[src/rtl/mii_rx_framer.sv]
// mii_rx_framer: receive-side framer between PHY capture logic and the MAC/packet buffer.
// Accepts a nibble (IN_W=4, MII) or byte (IN_W=8, GMII / post-DDR RGMII) stream. It checks
// the preamble/SFD, assembles bytes, runs CRC-32 and the length checks, and can hold back
// the FCS. Output is a byte stream plus one status strobe per frame.
//
// Parameters:
//   IN_W      4 = nibble mode, 8 = byte mode (no other values are supported)
//   MIN_LEN   minimum legal frame length in bytes (DA..FCS)
//   MAX_LEN   maximum legal frame length; bytes past this are counted but not emitted
//   CHECK_FCS 1 = flag CRC residue mismatch, 0 = never flag FCS errors
//   STRIP_FCS 1 = last four frame bytes are not emitted
//
// Ports:
//   clk        receive clock, everything sampled on the rising edge
//   reset      synchronous active-high reset
//   mii_en     RX_DV
//   mii_er     RX_ER, only meaningful while mii_en=1
//   mii_d      receive data, bit 0 first on the wire
//   rdy        one-cycle strobe, d holds a frame byte
//   d          frame byte (DA onward)
//   last       with rdy: final emitted byte of the frame
//   done       one-cycle frame status strobe
//   error      with done: frame bad
//   err_code   with done: 0 ok, 1 preamble/SFD, 2 runt, 3 giant, 4 FCS, 5 mii_er, 6 dribble
//   frame_len  with done: bytes after SFD including FCS, saturating at 16'hFFFF
module mii_rx_framer #(
  parameter int unsigned IN_W      = 4,
  parameter int unsigned MIN_LEN   = 64,
  parameter int unsigned MAX_LEN   = 1518,
  parameter bit          CHECK_FCS = 1'b1,
  parameter bit          STRIP_FCS = 1'b1
) (
  input  logic            clk,
  input  logic            reset,
  input  logic            mii_en,
  input  logic            mii_er,
  input  logic [IN_W-1:0] mii_d,
  output logic            rdy,
  output logic [7:0]      d,
  output logic            last,
  output logic            done,
  output logic            error,
  output logic [2:0]      err_code,
  output logic [15:0]     frame_len
);

  // With STRIP_FCS the four newest bytes are always held back, so they are never emitted
  // once the frame turns out to have ended.
  localparam int unsigned HOLD    = STRIP_FCS ? 5 : 1;
  localparam logic [2:0]  HOLD_N  = 3'(HOLD);
  localparam logic [16:0] MAX_L   = 17'(MAX_LEN);
  localparam logic [16:0] MIN_L   = 17'(MIN_LEN);
  localparam logic [7:0]  PRE_B   = (IN_W == 4) ? 8'h05 : 8'h55;
  localparam logic [7:0]  SFD_B   = (IN_W == 4) ? 8'h0D : 8'hD5;
  localparam logic [IN_W-1:0] PRE_SYM = PRE_B[IN_W-1:0];
  localparam logic [IN_W-1:0] SFD_SYM = SFD_B[IN_W-1:0];
  localparam logic [31:0] CRC_POLY    = 32'hEDB88320;
  localparam logic [31:0] CRC_RESIDUE = 32'hDEBB20E3;

  typedef enum logic [2:0] {StWaitIdle, StIdle, StPre, StData, StDrop} state_e;

  state_e      state_q;
  logic [3:0]  low_q;      // low nibble waiting for its high half (nibble mode)
  logic        phase_q;    // 1 = a low nibble is held
  logic [15:0] len_q;
  logic [31:0] crc_q;
  logic [7:0]  hold_q [HOLD];
  logic [2:0]  buf_cnt_q;
  logic        er_q;

  logic [7:0]  byte_in;
  logic        byte_cmpl;
  logic        buf_full;
  logic        in_room;
  logic [2:0]  end_code;

  if (IN_W == 4) begin : g_nib
    assign byte_in   = {mii_d, low_q};
    assign byte_cmpl = phase_q;
  end else begin : g_byte
    assign byte_in   = mii_d;
    assign byte_cmpl = 1'b1;
  end

  assign buf_full = (buf_cnt_q == HOLD_N);
  // len_q is the index of the byte now completing, so compare before the increment.
  assign in_room  = ({1'b0, len_q} < MAX_L);

  function automatic logic [31:0] crc32_byte(input logic [31:0] crc, input logic [7:0] b);
    logic [31:0] c;
    c = crc;
    for (int i = 0; i < 8; i++) begin
      c = (c[0] ^ b[i]) ? ((c >> 1) ^ CRC_POLY) : (c >> 1);
    end
    return c;
  endfunction

  always_comb begin
    end_code = 3'd0;
    if (er_q) begin
      end_code = 3'd5;
    end else if (phase_q) begin
      end_code = 3'd6;
    end else if ({1'b0, len_q} > MAX_L) begin
      end_code = 3'd3;
    end else if ({1'b0, len_q} < MIN_L) begin
      end_code = 3'd2;
    end else if (CHECK_FCS && (crc_q != CRC_RESIDUE)) begin
      end_code = 3'd4;
    end
  end

  always_ff @(posedge clk) begin
    if (reset) begin
      state_q   <= StWaitIdle;
      rdy       <= 1'b0;
      d         <= 8'h00;
      last      <= 1'b0;
      done      <= 1'b0;
      error     <= 1'b0;
      err_code  <= 3'd0;
      frame_len <= 16'd0;
      low_q     <= 4'h0;
      phase_q   <= 1'b0;
      len_q     <= 16'd0;
      crc_q     <= '1;
      buf_cnt_q <= 3'd0;
      er_q      <= 1'b0;
      for (int i = 0; i < HOLD; i++) hold_q[i] <= 8'h00;
    end else begin
      rdy       <= 1'b0;
      last      <= 1'b0;
      done      <= 1'b0;
      error     <= 1'b0;
      err_code  <= 3'd0;
      frame_len <= 16'd0;
      case (state_q)
        StWaitIdle: begin
          if (!mii_en) state_q <= StIdle;
        end
        StIdle: begin
          // The first symbol must already be preamble; anything else cannot become valid.
          if (mii_en) state_q <= (mii_d == PRE_SYM) ? StPre : StDrop;
        end
        StPre: begin
          if (!mii_en) begin
            done     <= 1'b1;
            error    <= 1'b1;
            err_code <= 3'd1;
            state_q  <= StIdle;
          end else if (mii_d == SFD_SYM) begin
            state_q   <= StData;
            phase_q   <= 1'b0;
            len_q     <= 16'd0;
            crc_q     <= '1;
            buf_cnt_q <= 3'd0;
            er_q      <= 1'b0;
          end else if (mii_d != PRE_SYM) begin
            state_q <= StDrop;
          end
        end
        StDrop: begin
          if (!mii_en) begin
            done     <= 1'b1;
            error    <= 1'b1;
            err_code <= 3'd1;
            state_q  <= StIdle;
          end
        end
        StData: begin
          if (!mii_en) begin
            state_q   <= StIdle;
            done      <= 1'b1;
            error     <= (end_code != 3'd0);
            err_code  <= end_code;
            frame_len <= len_q;
            if (buf_full) begin
              rdy  <= 1'b1;
              last <= 1'b1;
              d    <= hold_q[0];
            end
          end else begin
            if (mii_er) er_q <= 1'b1;
            low_q <= mii_d[3:0];
            if (IN_W == 4) phase_q <= ~phase_q;
            if (byte_cmpl) begin
              if (len_q != 16'hFFFF) len_q <= len_q + 16'd1;
              crc_q <= crc32_byte(crc_q, byte_in);
              if (in_room) begin
                if (buf_full) begin
                  rdy <= 1'b1;
                  d   <= hold_q[0];
                end else begin
                  buf_cnt_q <= buf_cnt_q + 3'd1;
                end
                // Newest byte enters at the top; once full, index 0 is the oldest.
                for (int i = 0; i < HOLD - 1; i++) hold_q[i] <= hold_q[i+1];
                hold_q[HOLD-1] <= byte_in;
              end
            end
          end
        end
        default: state_q <= StWaitIdle;
      endcase
    end
  end

endmodule
[config.mk]
export PLATFORM = sky130hd
export DESIGN_NAME = mii_rx_framer
export DESIGN_NICKNAME = d
export VERILOG_FILES = /design/src/rtl/mii_rx_framer.sv
export SDC_FILE = /design/constraint.sdc
export NUM_CORES = 1
export LEC_CHECK = 0
export CAP_MARGIN = 20
export CORE_MARGIN = 4
export CORE_UTILIZATION = 59
export CTS_CLUSTER_DIAMETER = 60
export DETAILED_ROUTE_END_ITERATION = 12
export PLACE_DENSITY = 0.8
export SLEW_MARGIN = 30
export SYNTH_ARGS = -nofsm -noshare
export SYNTH_HDL_FRONTEND = slang
export SYNTH_SLANG_ARGS = --single-unit
[constraint.sdc]
create_clock -name clk -period 2.8 [get_ports clk]
set_input_delay 0.28 -clock clk [delete_from_list [all_inputs] [get_ports clk]]
set_output_delay 0.28 -clock clk [all_outputs]
set_load 0.01 [all_outputs]
==> results.toml <==
[outcome]
status = "finished, final reports clean"

[drt]
postRouteAntennaNets = 0
vias_per_cell = 5.62
drc = 0
num_vias = 4230
wirelength_um = 12300
firstDrtPassIters = 5
drt_iter0_markers = 259
wl_per_cell_um = 16.3

[critical_path]
worstSetupStartpointType = "register"
path_max_fanout = 10
cp-end-kind = "register"
crit_arrival_ns = 2.70
r2r_cells = 6
path_class = "reg -> reg"
crit_path_start = "len_q[11]"
r2r_start = "len_q[11]"
required_ns = 3.02

[die]
die_h_um = 108
ios = 39
num_rows = 36
die_x_um = 108
fp.coreArea_sq_um = 9770
start_util = 0.605
dieArea_sq_um = 11700

[yosys]
synth-simple-area-share = 0.204
synth_nets = 576
synthFlopType = "dfxtp_1"
synth_adder_area_share = 0.00846
synthesis.area_sq_um = 5910
synth_area_per_cell_sq_um = 10.5
synth_compound_area_frac = 0.0844
synthArstFlopShare = 0
yosys_warnings = 0
ys_seq_area_frac = 0.511
ys_ff_latch = 131
ys_types = 50
synth_cells = 564
synth-edff-count = 40
synth-xor-area-share = 0.149
synth_top_family_by_area = "simple AND/OR/NAND/NOR gates"
muxShareOfSynthArea = 0.0169

[finish]
register_area_sq_um = 3020
finish.net_count = 619
final_area_sq_um = 7100
multi_input_area_sq_um = 2740
fill_cells = 689
syn_to_final_growth_pct = 20.1
antenna_cells = 0
drive_gt1_frac = 0.106
final_cell_count_no_fill = 753
utilization = 0.727

[global_routing]
grt_pass1_vias = 4157
antenna_found_initial = 0
overflow = 0
grt.total_usage = 0.226
grt_pass1_wl_um = 20500
grt_max_degree = 42

[place]
dp_hpwl_um = 8110
dpl_cell_area_sq_um = 6460
place.gp.congestion = 0.934
numPortBuffers = 38
dp_cells = 721

[cts]
clockBufferDepth = 2
clock_latency_ns = 0.52
path_clk_slew_ns = 0.06
postCtsResizedCells = 0
cts_root_buffer = "clkbuf_8"
clock_sinks = 131
htree_levels = 4
numCtsBuffers = 17
cts_tree = "done"
cts_hold_buffers = 0
postCtsSetupBuffers = 0

[sta]
fin_tns_setup_ns = 0
setup_violations = 0
worst_pin_slew_ns = 0.687
post-route-period-util = 0.883
final_hold_viol_count = 0
timing.hold.ws_ns = 0.483
fin_skew_ns = 0.00994
slew_headroom = 0.540
finalMaxSlewViolations = 0
timing.fmax_mhz = 405
final.min_clock_period_ns = 2.47
rsz0062_at_grt = "false"

[worst_hold_path]
hold_path.startpoint = "mii_d[1]"
min_path_type = "in -> reg"
min_path_cells = 3

[power]
power_density_nw_per_um2 = 636
irDropWorstVdd_v = 0.000349
cellLeakagePower_uw = 0.00267

[flow_run]
maxCapViolCount = 0
## through the flow
step                      setup WS [ns]  total power (uW)
after floorplan                   0.496              2140
after global placement            0.426              2180
after detailed placement          0.367              2190
after CTS                         0.327              4540
after global routing              0.193              4650
final                             0.328              4520
## flip-flops by register name, indices dropped and copies added (netlist names)
| name | flops |
|---|---|
| frame_len | 16 |
| error | 1 |
| er_q | 1 |
| done | 1 |
| byte_cmpl | 1 |
| low_q | 4 |
| crc_q | 32 |
| rdy | 1 |
| buf_cnt_q | 3 |
| d | 8 |
| hold_q | 40 |
| last | 1 |
| len_q | 16 |
| err_code | 3 |
| state_q | 3 |
## layout by cell type (no fill, tap or decap), drive strengths merged, types with 3 or more instances in the layout
cell,count
o22ai,13
a21oi,30
nand4,10
a211o,10
edfxtp,40
nand4b,3
and2,58
mux2i,10
nor3,20
or4,4
nand3,13
ha,4
xnor2,55
nand2,26
o21ai,10
nor2b,3
dfxtp,91
and3b,3
nand2b,16
bufinv,4
inv,8
and3,5
nor2,44
o21bai,5
and4,3
or3,6
xor2,27
a211oi,3
clkbuf,21
buf,15
clkdlybuf4s50,38
clkinv,4
## synthesized netlist by cell type (all sizes together) (4+ instances only)
| library cell | count | share of area |
|---|---|---|
| dfxtp | 91 | 0.31 |
| mux2i | 10 | 0.017 |
| buf | 8 | 0.0074 |
| o22ai | 13 | 0.014 |
| a211o | 10 | 0.015 |
| xor2 | 27 | 0.049 |
| o21bai | 5 | 0.0063 |
| nor3 | 20 | 0.019 |
| o21ai | 10 | 0.0085 |
| nand2b | 16 | 0.017 |
| edfxtp | 40 | 0.20 |
| xnor2 | 55 | 0.096 |
| nand2 | 26 | 0.017 |
| ha | 4 | 0.0085 |
| nand4 | 10 | 0.011 |
| inv | 7 | 0.0044 |
| or4 | 4 | 0.0051 |
| or3 | 6 | 0.0063 |
| nor2 | 44 | 0.028 |
| and3 | 5 | 0.0053 |
| nand3 | 13 | 0.011 |
| and2 | 58 | 0.062 |
| a21oi | 30 | 0.025 |
| clkbuf | 21 | 0.014 |
## final timing paths
| kind | to | slack (ns) |
|---|---|---|
| worst min-delay path | low_q[1] | 0.48 |
| worst min register to register | d[2] | 0.49 |
| worst max-delay path | hold_q[0][3] | 0.33 |
| worst max register to register | hold_q[0][3] | 0.33 |
## cells by family after synthesis
family	Yosys count
flops	131
xor+xnor	83
simple gates	220
mux	10
fa+ha+maj	4
compound gates	80
buf+inv	36
## critical path: stages (launching register included)
cell,delay [ns]
dfxtp_1,0.35
or4_1,0.57
nor3_2,0.23
nand3_1,0.24
nor2_1,0.25
or2_2,0.31
buf_4,0.22
## per-layer routing
layer	global-route usage	share of wire
met3	0.0543	0.053
met1	0.276	0.43
met5	0	0
met4	0.0929	0.019
met2	0.385	0.50
## area by class of cell
type / count / share of cell area
well taps: 133 / 0.0234
repair buffers: 53 / 0.0712
inverters: 7 / 0.00370
flip-flops and latches: 131 / 0.426
clock buffers: 21 / 0.0662
multi-input cells: 397 / 0.386
clock inverters: 11 / 0.0241
## where the power goes
part           leakage (uW)  internal, uW  switching, uW
registers           0.00115          1970           8.43
logic               0.00121          75.1           91.3
clock network      0.000310          1550            824
No activity file was read; power rests on OpenSTA's default activity.
